<file path="config.mk">
export PLATFORM = sky130hd
export DESIGN_NAME = multicycle_controller_flat
export DESIGN_NICKNAME = d
export VERILOG_FILES = /design/src/rtl/multicycle_controller_if.sv /design/src/rtl/multicycle_controller.sv /design/src/flat_wrapper.sv
export SDC_FILE = /design/constraint.sdc
export NUM_CORES = 1
export LEC_CHECK = 0
export BUFFER_PORTS_ARGS = -buffer_cell sky130_fd_sc_hd__clkbuf_2
export CAP_MARGIN = 30
export CORE_MARGIN = 10
export CORE_UTILIZATION = 56
export CTS_BUF_LIST = sky130_fd_sc_hd__clkbuf_8
export DETAILED_ROUTE_END_ITERATION = 10
export PLACE_DENSITY = 0.88
export SYNTH_ARGS = -nofsm -noshare
export SYNTH_HDL_FRONTEND = slang
export SYNTH_SLANG_ARGS = --single-unit
</file>
<file path="constraint.sdc">
create_clock -name clk -period 5.4 [get_ports clk]
set_input_delay 0.27 -clock clk [delete_from_list [all_inputs] [get_ports clk]]
set_output_delay 0.27 -clock clk [all_outputs]
set_load 0.05 [all_outputs]
</file>
<file path="src/rtl/multicycle_controller_if.sv">
// Control bundle between the multicycle controller and the shared RV32I datapath.
// MC_MEM_WAIT_EN adds the mem_ready stall input.
interface multicycle_controller_if;
  logic [6:0] opcode;
  logic [2:0] funct_3;
  logic [6:0] funct_7;
  logic       zero;
`ifdef MC_MEM_WAIT_EN
  // mem_ready: the access presented this cycle (fetch, load or store) completes
  // in this cycle when mem_ready=1. While it is 0 the controller holds the state
  // and keeps adr_src/mem_write stable; ir_write, pc_write and instr_done stay low.
  logic       mem_ready;
`endif
  logic       pc_write;
  logic       adr_src;
  logic       mem_write;
  logic       ir_write;
  logic [1:0] result_src;
  logic [1:0] alu_src_a;
  logic [1:0] alu_src_b;
  logic [1:0] imm_src;
  logic [2:0] alu_ctrl;
  logic       reg_write;
  logic       instr_done;
  logic       illegal_instr;

  modport master (
`ifdef MC_MEM_WAIT_EN
    input  mem_ready,
`endif
    input  opcode, funct_3, funct_7, zero,
    output pc_write, adr_src, mem_write, ir_write, result_src, alu_src_a,
           alu_src_b, imm_src, alu_ctrl, reg_write, instr_done, illegal_instr
  );

  modport slave (
`ifdef MC_MEM_WAIT_EN
    output mem_ready,
`endif
    output opcode, funct_3, funct_7, zero,
    input  pc_write, adr_src, mem_write, ir_write, result_src, alu_src_a,
           alu_src_b, imm_src, alu_ctrl, reg_write, instr_done, illegal_instr
  );
endinterface

</file>
<file path="src/rtl/multicycle_controller.sv">
// Moore sequencing FSM for the multicycle RV32I core, with the ALU decode folded in.
// Optional: define MC_MEM_WAIT_EN to stall FETCH, MEMREAD and MEMWRITE on mem_ready.
module multicycle_controller (
  input  logic                      clk,
  input  logic                      rstn,
  multicycle_controller_if.master   ctl,
  output logic [3:0]                dbg_state_o
);

  typedef enum logic [3:0] {
    FETCH, DECODE, MEMADR, MEMREAD, MEMWB, MEMWRITE,
    EXECUTER, EXECUTEI, ALUWB, JAL, BRANCH
  } state_t;

  typedef struct packed {
    logic       adr_src;
    logic       mem_write;
    logic       ir_write;
    logic       pc_update;
    logic       branch;
    logic       reg_write;
    logic       instr_done;
    logic       in_decode;
    logic       mem_wait;
    logic [1:0] result_src;
    logic [1:0] alu_src_a;
    logic [1:0] alu_src_b;
    logic [1:0] imm_src;
    logic [1:0] alu_op;
  } ctrl_t;

  localparam logic [6:0] OP_LOAD   = 7'b0000011;
  localparam logic [6:0] OP_STORE  = 7'b0100011;
  localparam logic [6:0] OP_RTYPE  = 7'b0110011;
  localparam logic [6:0] OP_ITYPE  = 7'b0010011;
  localparam logic [6:0] OP_JAL    = 7'b1101111;
  localparam logic [6:0] OP_BRANCH = 7'b1100011;

  localparam logic [2:0] ALU_ADD = 3'b000;
  localparam logic [2:0] ALU_SUB = 3'b001;
  localparam logic [2:0] ALU_AND = 3'b010;
  localparam logic [2:0] ALU_OR  = 3'b011;
  localparam logic [2:0] ALU_XOR = 3'b100;
  localparam logic [2:0] ALU_SLT = 3'b101;
  localparam logic [2:0] ALU_SLL = 3'b110;
  localparam logic [2:0] ALU_SRL = 3'b111;

  state_t state_q, state_d;
  ctrl_t  ctrl_q, ctrl_d;
  logic   mem_ready_w;
  logic   ready_w;
  logic   opcode_legal;
  logic   branch_alu_neg;
  logic [2:0] alu_ctrl_w;
  logic   unused_funct7_bits;

`ifdef MC_MEM_WAIT_EN
  assign mem_ready_w = ctl.mem_ready;
`else
  assign mem_ready_w = 1'b1;
`endif

  // Output decode for a state; registered one cycle ahead by evaluating it on state_d.
  function automatic ctrl_t outputs_for(input state_t s, input logic is_store);
    ctrl_t c;
    c = '0;
    case (s)
      FETCH: begin
        c.ir_write   = 1'b1;
        c.pc_update  = 1'b1;
        c.alu_src_b  = 2'b10;
        c.result_src = 2'b10;
        c.mem_wait   = 1'b1;
      end
      DECODE: begin
        c.alu_src_a = 2'b01;
        c.alu_src_b = 2'b01;
        c.imm_src   = 2'b10;
        c.in_decode = 1'b1;
      end
      MEMADR: begin
        c.alu_src_a = 2'b10;
        c.alu_src_b = 2'b01;
        c.imm_src   = is_store ? 2'b01 : 2'b00;
      end
      MEMREAD: begin
        c.adr_src  = 1'b1;
        c.mem_wait = 1'b1;
      end
      MEMWB: begin
        c.result_src = 2'b01;
        c.reg_write  = 1'b1;
        c.instr_done = 1'b1;
      end
      MEMWRITE: begin
        c.adr_src    = 1'b1;
        c.mem_write  = 1'b1;
        c.instr_done = 1'b1;
        c.mem_wait   = 1'b1;
      end
      EXECUTER: begin
        c.alu_src_a = 2'b10;
        c.alu_op    = 2'b10;
      end
      EXECUTEI: begin
        c.alu_src_a = 2'b10;
        c.alu_src_b = 2'b01;
        c.alu_op    = 2'b10;
      end
      JAL: begin
        c.alu_src_a = 2'b01;
        c.alu_src_b = 2'b10;
        c.imm_src   = 2'b11;
        c.pc_update = 1'b1;
      end
      ALUWB: begin
        c.reg_write  = 1'b1;
        c.instr_done = 1'b1;
      end
      BRANCH: begin
        c.alu_src_a  = 2'b10;
        c.alu_op     = 2'b01;
        c.branch     = 1'b1;
        c.instr_done = 1'b1;
      end
      default: c = '0;
    endcase
    return c;
  endfunction

  always_comb begin
    opcode_legal = 1'b0;
    case (ctl.opcode)
      OP_LOAD, OP_STORE, OP_RTYPE, OP_ITYPE, OP_JAL, OP_BRANCH: opcode_legal = 1'b1;
      default: opcode_legal = 1'b0;
    endcase
  end

  always_comb begin
    state_d = state_q;
    case (state_q)
      FETCH:    if (mem_ready_w) state_d = DECODE;
      DECODE: begin
        case (ctl.opcode)
          OP_LOAD, OP_STORE: state_d = MEMADR;
          OP_RTYPE:          state_d = EXECUTER;
          OP_ITYPE:          state_d = EXECUTEI;
          OP_JAL:            state_d = JAL;
          OP_BRANCH:         state_d = BRANCH;
          default:           state_d = FETCH;
        endcase
      end
      MEMADR:   state_d = (ctl.opcode == OP_STORE) ? MEMWRITE : MEMREAD;
      MEMREAD:  if (mem_ready_w) state_d = MEMWB;
      MEMWB:    state_d = FETCH;
      MEMWRITE: if (mem_ready_w) state_d = FETCH;
      EXECUTER: state_d = ALUWB;
      EXECUTEI: state_d = ALUWB;
      JAL:      state_d = ALUWB;
      ALUWB:    state_d = FETCH;
      BRANCH:   state_d = FETCH;
      default:  state_d = FETCH;
    endcase
    ctrl_d = outputs_for(state_d, ctl.opcode == OP_STORE);
  end

  always_ff @(posedge clk or negedge rstn) begin
    if (!rstn) begin
      state_q <= FETCH;
      ctrl_q  <= outputs_for(FETCH, 1'b0);
    end else begin
      state_q <= state_d;
      ctrl_q  <= ctrl_d;
    end
  end

  // ALU decode: alu_op 00 add, 01 branch compare, 10 from funct fields.
  always_comb begin
    alu_ctrl_w     = ALU_ADD;
    branch_alu_neg = 1'b0;
    case (ctrl_q.alu_op)
      2'b01: begin
        alu_ctrl_w     = ctl.funct_3[2] ? ALU_SLT : ALU_SUB;
        branch_alu_neg = ctl.funct_3[0] ^ ctl.funct_3[2];
      end
      2'b10: begin
        case (ctl.funct_3)
          3'b000:  alu_ctrl_w = (ctl.opcode[5] & ctl.funct_7[5]) ? ALU_SUB : ALU_ADD;
          3'b001:  alu_ctrl_w = ALU_SLL;
          3'b010:  alu_ctrl_w = ALU_SLT;
          3'b011:  alu_ctrl_w = ALU_SLT;
          3'b100:  alu_ctrl_w = ALU_XOR;
          3'b101:  alu_ctrl_w = ALU_SRL;
          3'b110:  alu_ctrl_w = ALU_OR;
          default: alu_ctrl_w = ALU_AND;
        endcase
      end
      default: begin
        alu_ctrl_w     = ALU_ADD;
        branch_alu_neg = 1'b0;
      end
    endcase
  end

  // Memory-bound strobes only fire in the cycle the access completes.
  assign ready_w = ~ctrl_q.mem_wait | mem_ready_w;

  // Write enables and pulses are gated by rstn so reset kills them asynchronously.
  assign ctl.pc_write      = rstn & ((ctrl_q.pc_update & ready_w) |
                                     (ctrl_q.branch & (ctl.zero ^ branch_alu_neg)));
  assign ctl.ir_write      = rstn & ctrl_q.ir_write & ready_w;
  assign ctl.mem_write     = rstn & ctrl_q.mem_write;
  assign ctl.reg_write     = rstn & ctrl_q.reg_write;
  assign ctl.instr_done    = rstn & ctrl_q.instr_done & ready_w;
  assign ctl.illegal_instr = rstn & ctrl_q.in_decode & ~opcode_legal;
  assign ctl.adr_src       = ctrl_q.adr_src;
  assign ctl.result_src    = ctrl_q.result_src;
  assign ctl.alu_src_a     = ctrl_q.alu_src_a;
  assign ctl.alu_src_b     = ctrl_q.alu_src_b;
  assign ctl.imm_src       = ctrl_q.imm_src;
  assign ctl.alu_ctrl      = alu_ctrl_w;

  assign dbg_state_o        = state_q;
  assign unused_funct7_bits = ^{ctl.funct_7[6], ctl.funct_7[4:0]};

endmodule
</file>
<file path="src/flat_wrapper.sv">
// flat-port wrapper written by rule: the top's interface ports become plain ports
module multicycle_controller_flat 
  (clk, rstn, dbg_state_o, ctl_opcode, ctl_funct_3, ctl_funct_7, ctl_zero, ctl_pc_write, ctl_adr_src, ctl_mem_write, ctl_ir_write, ctl_result_src, ctl_alu_src_a, ctl_alu_src_b, ctl_imm_src, ctl_alu_ctrl, ctl_reg_write, ctl_instr_done, ctl_illegal_instr);
  multicycle_controller_if ctl_i ();
  input  logic clk;
  input  logic rstn;
  output logic [3:0] dbg_state_o;
  input wire logic [$bits(ctl_i.opcode)-1:0] ctl_opcode;
  input wire logic [$bits(ctl_i.funct_3)-1:0] ctl_funct_3;
  input wire logic [$bits(ctl_i.funct_7)-1:0] ctl_funct_7;
  input wire logic [$bits(ctl_i.zero)-1:0] ctl_zero;
  output wire logic [$bits(ctl_i.pc_write)-1:0] ctl_pc_write;
  output wire logic [$bits(ctl_i.adr_src)-1:0] ctl_adr_src;
  output wire logic [$bits(ctl_i.mem_write)-1:0] ctl_mem_write;
  output wire logic [$bits(ctl_i.ir_write)-1:0] ctl_ir_write;
  output wire logic [$bits(ctl_i.result_src)-1:0] ctl_result_src;
  output wire logic [$bits(ctl_i.alu_src_a)-1:0] ctl_alu_src_a;
  output wire logic [$bits(ctl_i.alu_src_b)-1:0] ctl_alu_src_b;
  output wire logic [$bits(ctl_i.imm_src)-1:0] ctl_imm_src;
  output wire logic [$bits(ctl_i.alu_ctrl)-1:0] ctl_alu_ctrl;
  output wire logic [$bits(ctl_i.reg_write)-1:0] ctl_reg_write;
  output wire logic [$bits(ctl_i.instr_done)-1:0] ctl_instr_done;
  output wire logic [$bits(ctl_i.illegal_instr)-1:0] ctl_illegal_instr;
  assign ctl_i.opcode = ctl_opcode;
  assign ctl_i.funct_3 = ctl_funct_3;
  assign ctl_i.funct_7 = ctl_funct_7;
  assign ctl_i.zero = ctl_zero;
  assign ctl_pc_write = ctl_i.pc_write;
  assign ctl_adr_src = ctl_i.adr_src;
  assign ctl_mem_write = ctl_i.mem_write;
  assign ctl_ir_write = ctl_i.ir_write;
  assign ctl_result_src = ctl_i.result_src;
  assign ctl_alu_src_a = ctl_i.alu_src_a;
  assign ctl_alu_src_b = ctl_i.alu_src_b;
  assign ctl_imm_src = ctl_i.imm_src;
  assign ctl_alu_ctrl = ctl_i.alu_ctrl;
  assign ctl_reg_write = ctl_i.reg_write;
  assign ctl_instr_done = ctl_i.instr_done;
  assign ctl_illegal_instr = ctl_i.illegal_instr;
  multicycle_controller u_core (.clk(clk), .rstn(rstn), .ctl(ctl_i), .dbg_state_o(dbg_state_o));
endmodule
</file>
Yosys cells after proc, flatten, opt, wreduce, memory -nomap -nowiden
Cells that the tools add are included.
{ "word_totals": {"register_bits": 22, "inputBits": 20, "elab_cells": 95, "output_inout_bits": 22} }
{ "op_classes": {"n_eq_ne": 30, "mux": 23, "n_reduce_logical": 15, "bitwise_logic": 13} }
{ "ops": {"columns": ["operator", "n"], "rows": [
  ["$pmux 4 s5", 2],
  ["$eq 4x3->1 const B", 6],
  ["$pmux 3 s6", 1],
  ["$eq 4x2->1 const B", 4],
  ["$eq 4x4->1 const B", 4],
  ["$pmux 2 s2", 4],
  ["$eq 7x6->1 const B", 2],
  ["$eq 7x7->1 const B", 2],
  ["$reduce_or 2->1", 7],
  ["$mux 1", 12],
  ["$and 1x1->1", 9],
  ["$eq 3x3->1 const B", 3],
  ["$eq 4x1->1 const B", 2],
  ["$logic_not 4->1", 2],
  ["$reduce_or 4->1", 2],
  ["$eq 7x2->1 const B", 1],
  ["$eq 7x5->1 const B", 1],
  ["$eq 3x2->1 const B", 2],
  ["$mux 3", 2],
  ["$pmux 2 s3", 1],
  ["$pmux 3 s2", 1],
  ["$reduce_or 3->1", 2],
  ["$reduce_or 6->1", 1],
  ["$eq 3x1->1 const B", 1],
  ["6 further kinds", 7]
]} }

Longest topological paths before layout
Gate-level depths: netlist of run 1.
{ "logic_depth": {"ltp_word": 7, "mapped_depth": 6, "mapped_depth_nobuf": 6} }

Worst setup path after synthesis of run 1
OpenSTA, ideal clock, no wires.
{ "synth_path": {"kind": "register to register", "from": "register u_core.state_q[3] (netlist: u_core.dbg_state_o[3])", "to": "register u_core.ctrl_q, in the netlist u_core.ctl.alu_src_b[0]", "stages_incl_launch_ff": 7, "setup_time_ns": 0.131, "t_required_ns": 5.269, "arrival_ns": 2.207, "setup_slack_ns": 3.062, "path_cell_list": "dfrtp_1 buf_6 or4b_4 nor4b_2 a311oi_2 and4b_1 or3_1"} }
{ "synth_rtl": {"columns": ["item", "line", "text"], "rows": [
  ["start, declared", "multicycle_controller.sv:48", "state_t state_q, state_d;"],
  ["start signal, assigned", "multicycle_controller.sv:172", "state_q <= state_d;"],
  ["end signal, assigned", "multicycle_controller.sv:170", "ctrl_q <= outputs_for(FETCH, 1'b0);"],
  ["end signal, assigned", "multicycle_controller.sv:173", "ctrl_q <= ctrl_d;"],
  ["end, declared", "multicycle_controller.sv:49", "ctrl_t ctrl_q, ctrl_d;"]
]} }

==> flow_summary.yaml, run 1 <==
run_status:
  status: "completed"
route:
  dr_total_vias: 1019
  via_per_inst: 5.79
  antenna_left: 0
  routed_wirelength_um: 3100
  initialDrtViolationCount: 86
  first_pass_iters: 4
  drc: 0
  wl_per_cell_um: 17.6
finish:
  mostFrequentLayoutCells: "clkbuf_2 (35), dfrtp_1 (17), a21oi_1 (9)"
  syn_to_final_growth_pct: 12.9
  final_common_cell: "clkbuf_2"
  fillers: 172
  nets: 171
  n_antenna_cell: 0
  drive_above_1_share: 0.372
sta:
  relSlewSlack: 0.486
  timing.fmax_ghz: 0.403
  worst_pin_slew_ps: 761
  setup_violations: 0
  tns_ps: 0
  finalMaxSlewViolations: 0
  finalHoldViolCount: 0
  period_share: 0.460
  timing.final.crit_period_ps: 2480
  setup_ws_ps: 2920
  skew_ps: 4.38
  rsz0062_at_grt: "no"
synthesis:
  synthSimpleGateAreaFrac: 0.280
  synth_warnings: 0
  syn_nets: 143
  yosys_most_used_dff: "dfrtp_1"
  synth-seq-area-share: 0.404
  synthAdderAreaFrac: 0.0201
  syn_avg_cell_area_um2: 10.3
  synth_compound_area_frac: 0.141
  synth-xor-area-share: 0.0211
  synthesis.instances: 121
  synthMuxAreaShare: 0.00802
  synth_top_family_by_area: "simple AND/OR/NAND/NOR gates"
  synth_edf_count: 0
  synthDistinctLibCells: 49
  ys_seq_elements: 20
  netlist_area_um2: 1250
  async_flop_share: 1.00
clocking:
  cts_tree: "yes"
  numCtsBuffers: 3
  cts_setup_buffers: 0
  htreeDepth: 1
  cts.path.max_buffers: 2
  clock-sinks: 20
  clk_latency_ps: 260
  clkSlewWorstSetupHoldPaths_ps: 80
  cts_resized: 0
  cts-root-buf: "clkbuf_8"
global_routing:
  grt_util_met3: 0.0413
  antenna_found_initial: 0
  grt_max_degree: 27
  grt.overflow.total: 0
  grt-busiest-layer: "met2"
  track_usage: 0.142
  grt_pass1_vias: 1102
  grtUsageMet2: 0.256
  grt_pass1_wl_um: 5080
  use_met1: 0.146
floorplanning:
  initial_core_util: 0.575
  die-area_um2: 4520
  core_um2: 2170
  die_y_um: 67.2
  die_x_um: 67.2
  io-pin-count: 42
  rows: 17
flow_run:
  drv_cap: 0
power:
  powerDensity_nw_per_um2: 452
  peakVddDrop_v: 0.000298
  leakage_nw: 0.680
place:
  dp_hpwl_um: 2240
  gp_congestion: 0.848
  portBuffers: 35
  pre_cts_slack_ps: 3080
setup_path:
  crit_required_ps: 5550
  r2r_setup_slack_ps: 2920
  cp.arrival_ps: 2630
  cp-end-kind: "register"
  cp_cell_sequence: "or4b_4, nor4b_2, a311oi_2, and4b_1, or3_1"
  r2r-end: "u_core.ctl.alu_src_b[0]"
  cpLargestDelayFamily: "simple AND/OR/NAND/NOR gates"
  timing.critical_path.buf_inv: 0
  crit_fanout: 13
  reg2regPathDepth: 5
  cpPeakStageDelay_ps: 600
  r2r-start: "u_core.dbg_state_o[1]"
  critPathLaunchType: "register"
  crit_type: "register to register"
  crit_slowest_cell: "or4b_4"
hold_path:
  hold_depth: 2
  hp-start: "ctl_opcode[6]"
  min_to: "u_core.ctl.alu_src_a[1]"
  hold_class: "input port to register"
==> synth_stat cells (3+ instances only) <==
master,n,area [um^2]
nor2b_1,3,18.8
dfrtp_1,17,425
dfstp_2,3,78.8
nor2_1,8,30.0
nor3_1,3,15.0
o21ai_0,4,20.0
inv_1,7,26.3
a21oi_1,9,45.0
and3_1,4,25.0
and2_1,5,31.3
nand2_1,7,26.3
buf_4,9,67.6
==> layout make-up <==
cell class                      instances  area (um^2)  area share
Timing Repair Buffer                   36          185       0.131
Clock inverter                          1         30.0      0.0213
Clock buffer                            3         41.3      0.0293
Tap cell                               28         35.0      0.0249
Multi-Input combinational cell         81          587       0.417
Inverter                                7         26.3      0.0187
Sequential cell                        20          504       0.358
==> per-layer routing <==
layer,share of wire,vias to the layer above
met5,0,-
met4,0.017,0
met3,0.076,7
met2,0.52,41
met1,0.39,496
li1,-,475
==> power by group <==
group | total, W | internal, W | switching, W
Clock | 0.000150 | 0.0000990 | 0.0000514
Sequential | 0.000219 | 0.000193 | 0.0000260
Combinational | 0.000267 | 0.0000698 | 0.000197
==> logic make-up after synthesis <==
| logic type | count (synthesis) |
|---|---|
| adder cells (fa/ha/maj) | 2 |
| XOR/XNOR | 3 |
| AO/OA/AOI/OAI | 24 |
| AND/OR/NAND/NOR | 51 |
| buffers and inverters | 20 |
| flip-flops | 20 |
| multiplexers | 1 |
==> state kept, by name, summed over array words and instances (netlist names) <==
register and flops:
u_core.ctl.result_src 1, u_core.ctl.imm_src 2, u_core.ctrl_q 8, u_core.ctl.alu_src_a 2
u_core.ctl.alu_src_b 2, u_core.dbg_state_o 4, u_core.ctl.adr_src 1
==> worst register-to-register path: cells and delay by family, from the launching register on <==
kind / cells / cell delay (ps)
compound gates: 1 / 180
flops: 1 / 520
simple gates: 4 / 1670
==> worst max path at each step <==
stage,from,endpoint,slack [ps],cells past startpoint
2_1_floorplan,u_core.dbg_state_o[3],u_core.ctl.alu_src_b[0],3060,6
4_1_cts,u_core.dbg_state_o[1],u_core.ctl.alu_src_b[0],3010,5
3_3_place_gp,u_core.dbg_state_o[1],u_core.ctl.alu_src_b[0],3140,5
6_report,u_core.dbg_state_o[1],u_core.ctl.alu_src_b[0],2920,5
5_1_grt,u_core.dbg_state_o[1],u_core.ctl.alu_src_b[0],2810,5
3_5_place_dp,u_core.dbg_state_o[1],u_core.ctl.alu_src_b[0],3080,5
==> repair_timing <==
| action | 4_1_cts | 5_1_grt |
|---|---|---|
| endpoints found under the hold margin | 4 | 0 |
| endpoints found under the setup margin | 0 | 0 |
| hold buffers | 1 | 0 |
==> through the flow <==
step / instances / util / hold slack, ps / power, W / cell area (um^2)
6_report: 176 / 0.649 / 324 / 0.000636 / 1410
5_1_grt: 176 / 0.649 / 346 / 0.000662 / 1410
4_1_cts: 176 / 0.649 / 314 / 0.000635 / 1410
3_5_place_dp: 171 / 0.612 / 279 / 0.000484 / 1330
3_3_place_gp: 171 / 0.612 / 267 / 0.000475 / 1330
2_1_floorplan: 121 / - / -25.6 / 0.000478 / 1250
Note: power is estimated with default switching activity, not from simulation.
==> run 2: changes to the inputs <==
Settings changed: CORE_UTILIZATION 56 to 47, PLACE_DENSITY 0.88 to 0.78.
Clock period 5.4 ns to 2.1 ns, I/O delays scaled along.
==> run 2 against run 1 <==
Net effect: die area rose by 13%; final cell count rose by 6.8%; critical path depth did not move; first-iteration DRC count fell by 35%; global-route usage fell by 4.0 points; register-to-register slack got worse by 2800 ps; combinational power rose to 2.9 times the previous value; power rose by 150%; sequential share of layout area fell by 1.5 points; clock-buffer cell count rose by 1; worst hold slack got worse by 180 ps; largest cell class unchanged; highest routed layer unchanged.
==> flow_summary.yaml, run 2 (synthesized netlist as in run 1, its figures left out) <==
setup_path:
  crit_type: "register to register"
  cp-end-kind: "register"
  crit_fanout: 8
  crit_required_ps: 2230
  cp.arrival_ps: 2120
  critPathLaunchType: "register"
sta:
  setup_violations: 0
  period_share: 0.951
  finalMaxSlewViolations: 0
  finalHoldViolCount: 0
  rsz0062_at_grt: "no"
  whs_ps: 145
  worst_pin_slew_ps: 407
  setup_ws_ps: 103
  tns_ps: 0
  skew_ps: 1.45
  timing.fmax_ghz: 0.501
  relSlewSlack: 0.726
  timing.final.crit_period_ps: 2000
floorplanning:
  die-area_um2: 5120
  io-pin-count: 42
  initial_core_util: 0.499
  rows: 18
  core_um2: 2500
  die_x_um: 71.5
  die_y_um: 71.5
clocking:
  clkSlewWorstSetupHoldPaths_ps: 70
  clock-sinks: 20
  cts_setup_buffers: 0
  cts.path.max_buffers: 2
  cts-root-buf: "clkbuf_8"
  cts_tree: "yes"
  clk_latency_ps: 250
  htreeDepth: 1
  numCtsBuffers: 3
place:
  placed_area_um2: 1420
  portBuffers: 35
  gp_congestion: 0.920
  dp_hpwl_um: 2100
  pre_cts_slack_ps: 84.4
finish:
  stdcell_area_um2: 1480
  fillers: 205
  multi_input_area_um2: 596
  seqCellArea_um2: 508
  drive_above_1_share: 0.430
  final_common_cell: "clkbuf_2"
  largest_reg_flops: 8
  mostFrequentLayoutCells: "clkbuf_2 (35), dfrtp_1 (14), buf_4 (10)"
  syn_to_final_growth_pct: 18.9
  nets: 181
  regMostFlops: "u_core.ctrl_q"
  n_antenna_cell: 0
power:
  p_sw_w: 0.000689
  swShare: 0.436
  p_int_w: 0.000893
  power_frac_seq: 0.336
  power_w: 0.00158
  p_clk_frac: 0.178
  leakage_nw: 0.723
  combinationalPowerShare: 0.486
  peakVddDrop_v: 0.000868
  powerDensity_nw_per_um2: 1070
route:
  first_pass_iters: 4
  wl_per_cell_um: 14.2
  via_per_inst: 5.28
  antenna_left: 0
  drc: 0
  routed_wirelength_um: 2660
  initialDrtViolationCount: 56
  dr_total_vias: 993
hold_path:
  hold_class: "input port to register"
global_routing:
  track_usage: 0.102
  grt_pass1_vias: 1001
  grt_pass1_wl_um: 4450
  antenna_found_initial: 0
  grt.overflow.total: 0
  grt_max_degree: 19
run_status:
  status: "completed"
flow_run:
  drv_cap: 0
[run 2: cell count changes in the layout (fill, tap and decap cells not counted)]
cell       change
bufinv_16      -1
buf_4         +10
clkbuf_8       +1
nor4b_4        +1
nor4b_2        -1
dfrtp_1        -3
dfrtp_2        +3
[run 2: metal layers]
layer / global-route usage / vias up / wire length (um)
met1: 0.115 / 464 / 1190
met2: 0.170 / 30 / 1240
li1: - / 497 / -
met5: 0 / - / 0
met4: 0.0409 / 0 / 29
met3: 0.0386 / 2 / 202
[run 2: power by group through the flow]
stage	clock, W	sequential [W]	combinational (W)
2_1_floorplan	0	0.000587	0.000651
3_3_place_gp	0	0.000537	0.000761
3_5_place_dp	0	0.000539	0.000769
4_1_cts	0.000283	0.000533	0.000776
5_1_grt	0.000305	0.000541	0.000819
6_report	0.000281	0.000532	0.000769
[run 2: cell type report]
cell class	instances	area share
flip-flops and latches	20	0.343
repair buffers	46	0.176
multi-input cells	81	0.402
inverters	7	0.0177
well taps	30	0.0253
clock buffers	4	0.0371
[run 2: final timing paths]
kind / startpoint / slack (ps) / end / depth (start not counted)
max: u_core.dbg_state_o[1] / 100 / u_core.ctl.alu_src_b[0] / 5
min: ctl_opcode[6] / 140 / u_core.ctl.alu_src_a[1] / 2
max reg2reg: u_core.dbg_state_o[1] / 100 / u_core.ctl.alu_src_b[0] / 5
min reg2reg: u_core.dbg_state_o[1] / 590 / u_core.ctrl_q[11] / 1
max in group asynchronous: rstn / 1360 / u_core.dbg_state_o[1] / 3
min in group asynchronous: rstn / 290 / u_core.ctl.imm_src[1] / 2
[run 2: repair_timing]
action | in CTS | in global routing
hold endpoints to repair | 8 | 0
setup endpoints to repair | 0 | 1
gates resized for setup | 0 | 0
hold buffers | 1 | 0
[run 2: metrics by stage]
stage          utilization  std cells
3_3_place_gp         0.567        183
6_report             0.593        188
2_1_floorplan            -        121
3_5_place_dp         0.567        183
5_1_grt              0.593        188
4_1_cts              0.593        188
[run 2: critical path: stages, from the launching register on]
cell      delay, ps
dfrtp_2         460
or4b_4          570
nor4b_4         260
a311oi_2         90
and4b_1         190
or3_1           310
==> run 3: changes to the inputs <==
Settings changed: ABC_AREA set to 1, CORE_UTILIZATION 47 to 46.
==> run 3 against run 2 <==
Net effect: worst hold slack gained 79 ps; first-iteration DRC count shrank 71%; register-to-register slack gained 570 ps; utilization shrank 2.2 points; routed wire length shrank 4.8%; area after synthesis shrank 8.0%; sequential cell count is the same; clock skew grew 0.86 ps; clock-buffer cell count shrank 1; largest power group unchanged.
==> flow_summary.yaml, run 3 <==
clocking:
  cts_tree: "yes"
  cts.path.max_buffers: 2
  clk_latency_ps: 250
  htreeDepth: 1
  cts-root-buf: "clkbuf_8"
  clock-sinks: 20
  cts_resized: 0
  numCtsBuffers: 3
  clkSlewWorstSetupHoldPaths_ps: 70
floorplanning:
  die_x_um: 69.9
  initial_core_util: 0.472
  rows: 18
  die-area_um2: 4890
  core_um2: 2430
  die_y_um: 69.9
  io-pin-count: 42
synthesis:
  synthDistinctLibCells: 21
  async_flop_share: 1.00
  netlist_area_um2: 1150
  synthTopCellsByCount: "nand2_1 (35), inv_1 (26), dfrtp_1 (17), buf_4 (8), nor2_1 (8)"
  synth-seq-area-share: 0.439
  syn_nets: 169
  ys_seq_elements: 20
  synthesis.instances: 147
  yosysMostFrequentCell: "nand2_1"
  syn_avg_cell_area_um2: 7.81
  yosysTopAreaCell: "dfrtp_1"
  synth_edf_count: 0
  yosysTopAreaCellShare: 0.371
  synthTopCellsByArea: "dfrtp_1 (37%), nand2_1 (11%), inv_1 (8.5%), dfstp_2 (6.9%), buf_4 (5.2%)"
  yosys_most_used_dff: "dfrtp_1"
  synth_warnings: 0
setup_path:
  crit_slowest_cell: "dfrtp_1"
  crit_fanout: 4
  cp-end-kind: "primary output"
  cpPeakStageDelay_ps: 380
  r2r-start: "u_core.dbg_state_o[0]"
  cp_cell_sequence: "inv_1, ha_1, a31o_2, nand3_1, a21boi_0, clkbuf_2"
  cpLargestDelayFamily: "flip-flops"
  startpoint: "u_core.ctrl_q[1]"
  cp.arrival_ps: 1610
  crit_type: "register to primary output"
  crit_required_ps: 2000
  timing.critical_path.buf_inv: 2
  critPathLaunchType: "register"
sta:
  tns_ps: 0
  finalHoldViolCount: 0
  skew_ps: 2.31
  setup_violations: 0
  rsz0062_at_grt: "no"
  timing.fmax_ghz: 0.582
  relSlewSlack: 0.773
  period_share: 0.818
  timing.final.crit_period_ps: 1720
  finalMaxSlewViolations: 0
  worst_pin_slew_ps: 341
power:
  power_frac_seq: 0.344
  p_clk_frac: 0.235
  p_int_w: 0.000902
  leakage_nw: 0.847
  combinationalPowerShare: 0.420
  swShare: 0.434
  peakVddDrop_v: 0.000715
  powerDensity_nw_per_um2: 1150
  p_sw_w: 0.000691
route:
  first_pass_iters: 4
  initialDrtViolationCount: 16
  drc: 0
  antenna_left: 0
  dr_total_vias: 1013
  via_per_inst: 4.82
  routed_wirelength_um: 2540
  wl_per_cell_um: 12.1
place:
  dp_hpwl_um: 2100
  placed_area_um2: 1310
  portBuffers: 35
  gp_congestion: 0.859
  dp.cells: 205
finish:
  stdcell_area_um2: 1390
  nets: 203
  final-instance-count-excl-fill: 210
  mostFrequentLayoutCells: "nand2_1 (35), clkbuf_2 (35), inv_1 (26)"
  n_antenna_cell: 0
  drive_above_1_share: 0.367
  largest_reg_flops: 8
  seqCellArea_um2: 504
  fillers: 216
  fin_util: 0.571
  multi_input_area_um2: 463
  syn_to_final_growth_pct: 21.0
  regMostFlops: "u_core.ctrl_q"
global_routing:
  grt_max_degree: 18
  grt_pass1_wl_um: 4360
  grt.overflow.total: 0
  track_usage: 0.103
  antenna_found_initial: 0
  grt_pass1_vias: 1055
hold_path:
  hold_class: "input port to register"
  hp-start: "ctl_opcode[6]"
flow_run:
  drv_cap: 0
run_status:
  status: "completed"
==> run 3: final timing paths <==
path | to | slack, ps | cells past startpoint
min | u_core.ctl.alu_src_a[1] | 220 | 4
max in group asynchronous | u_core.ctrl_q[16] | 1280 | 3
max reg2reg | u_core.ctl.imm_src[0] | 670 | 8
min reg2reg | u_core.ctrl_q[11] | 580 | 1
max | ctl_pc_write | 380 | 6
min in group asynchronous | u_core.ctrl_q[13] | 280 | 2
==> run 3: worst reg2reg max path, stage by stage, from the launching register on <==
cell	delay, ps
dfrtp_1	470
inv_1	80
nand2_1	70
nor2_2	190
nand3_2	120
nand3_2	160
inv_2	50
nand4_1	100
nand2_1	70
==> run 3: timing repair <==
action,in CTS,in global routing
hold endpoints to repair,9,0
setup buffers,0,0
hold buffers,1,0
==> run 3: layout make-up <==
cell class | instances | share of cell area
clock buffer | 3 | 0.0297
clock inverter | 1 | 0.0216
inverter | 32 | 0.0865
multi-input combinational | 87 | 0.333
sequential | 20 | 0.363
tap | 30 | 0.0270
timing repair buffer | 37 | 0.139
==> run 3: per-layer routing <==
layer	vias up	track usage	share of wire
met3	4	0.0268	0.069
met5	-	0	0
met2	28	0.178	0.49
met1	470	0.110	0.43
li1	511	-	-
met4	0	0.0592	0.015
==> run 3: per-stage QoR <==
stage                     setup WS [ps]  total power (W)  hold slack [ps]
after CTS                           365          0.00160              223
after global routing                276          0.00168              246
after global placement              717          0.00121             19.5
final                               382          0.00159              224
after detailed placement            645          0.00123             19.5
after floorplan                    80.9          0.00114             -191
==> run 3: logic make-up (layout without fill, tap and decap cells) <==
logic type / Yosys count / in the layout / synth area share
flip-flops: 20 / 20 / 0.439
AND/OR/NAND/NOR: 77 / 77 / 0.337
AO/OA/AOI/OAI: 8 / 8 / 0.0447
buffers and inverters: 40 / 73 / 0.157
adder cells (fa/ha/maj): 2 / 2 / 0.0218
==> run 3: power groups by stage <==
stage	logic, W	registers, W	clock network, W
after floorplan	0.000541	0.000598	0
after global placement	0.000664	0.000550	0
after detailed placement	0.000673	0.000554	0
after CTS	0.000677	0.000548	0.000379
after global routing	0.000721	0.000561	0.000399
final	0.000670	0.000548	0.000375
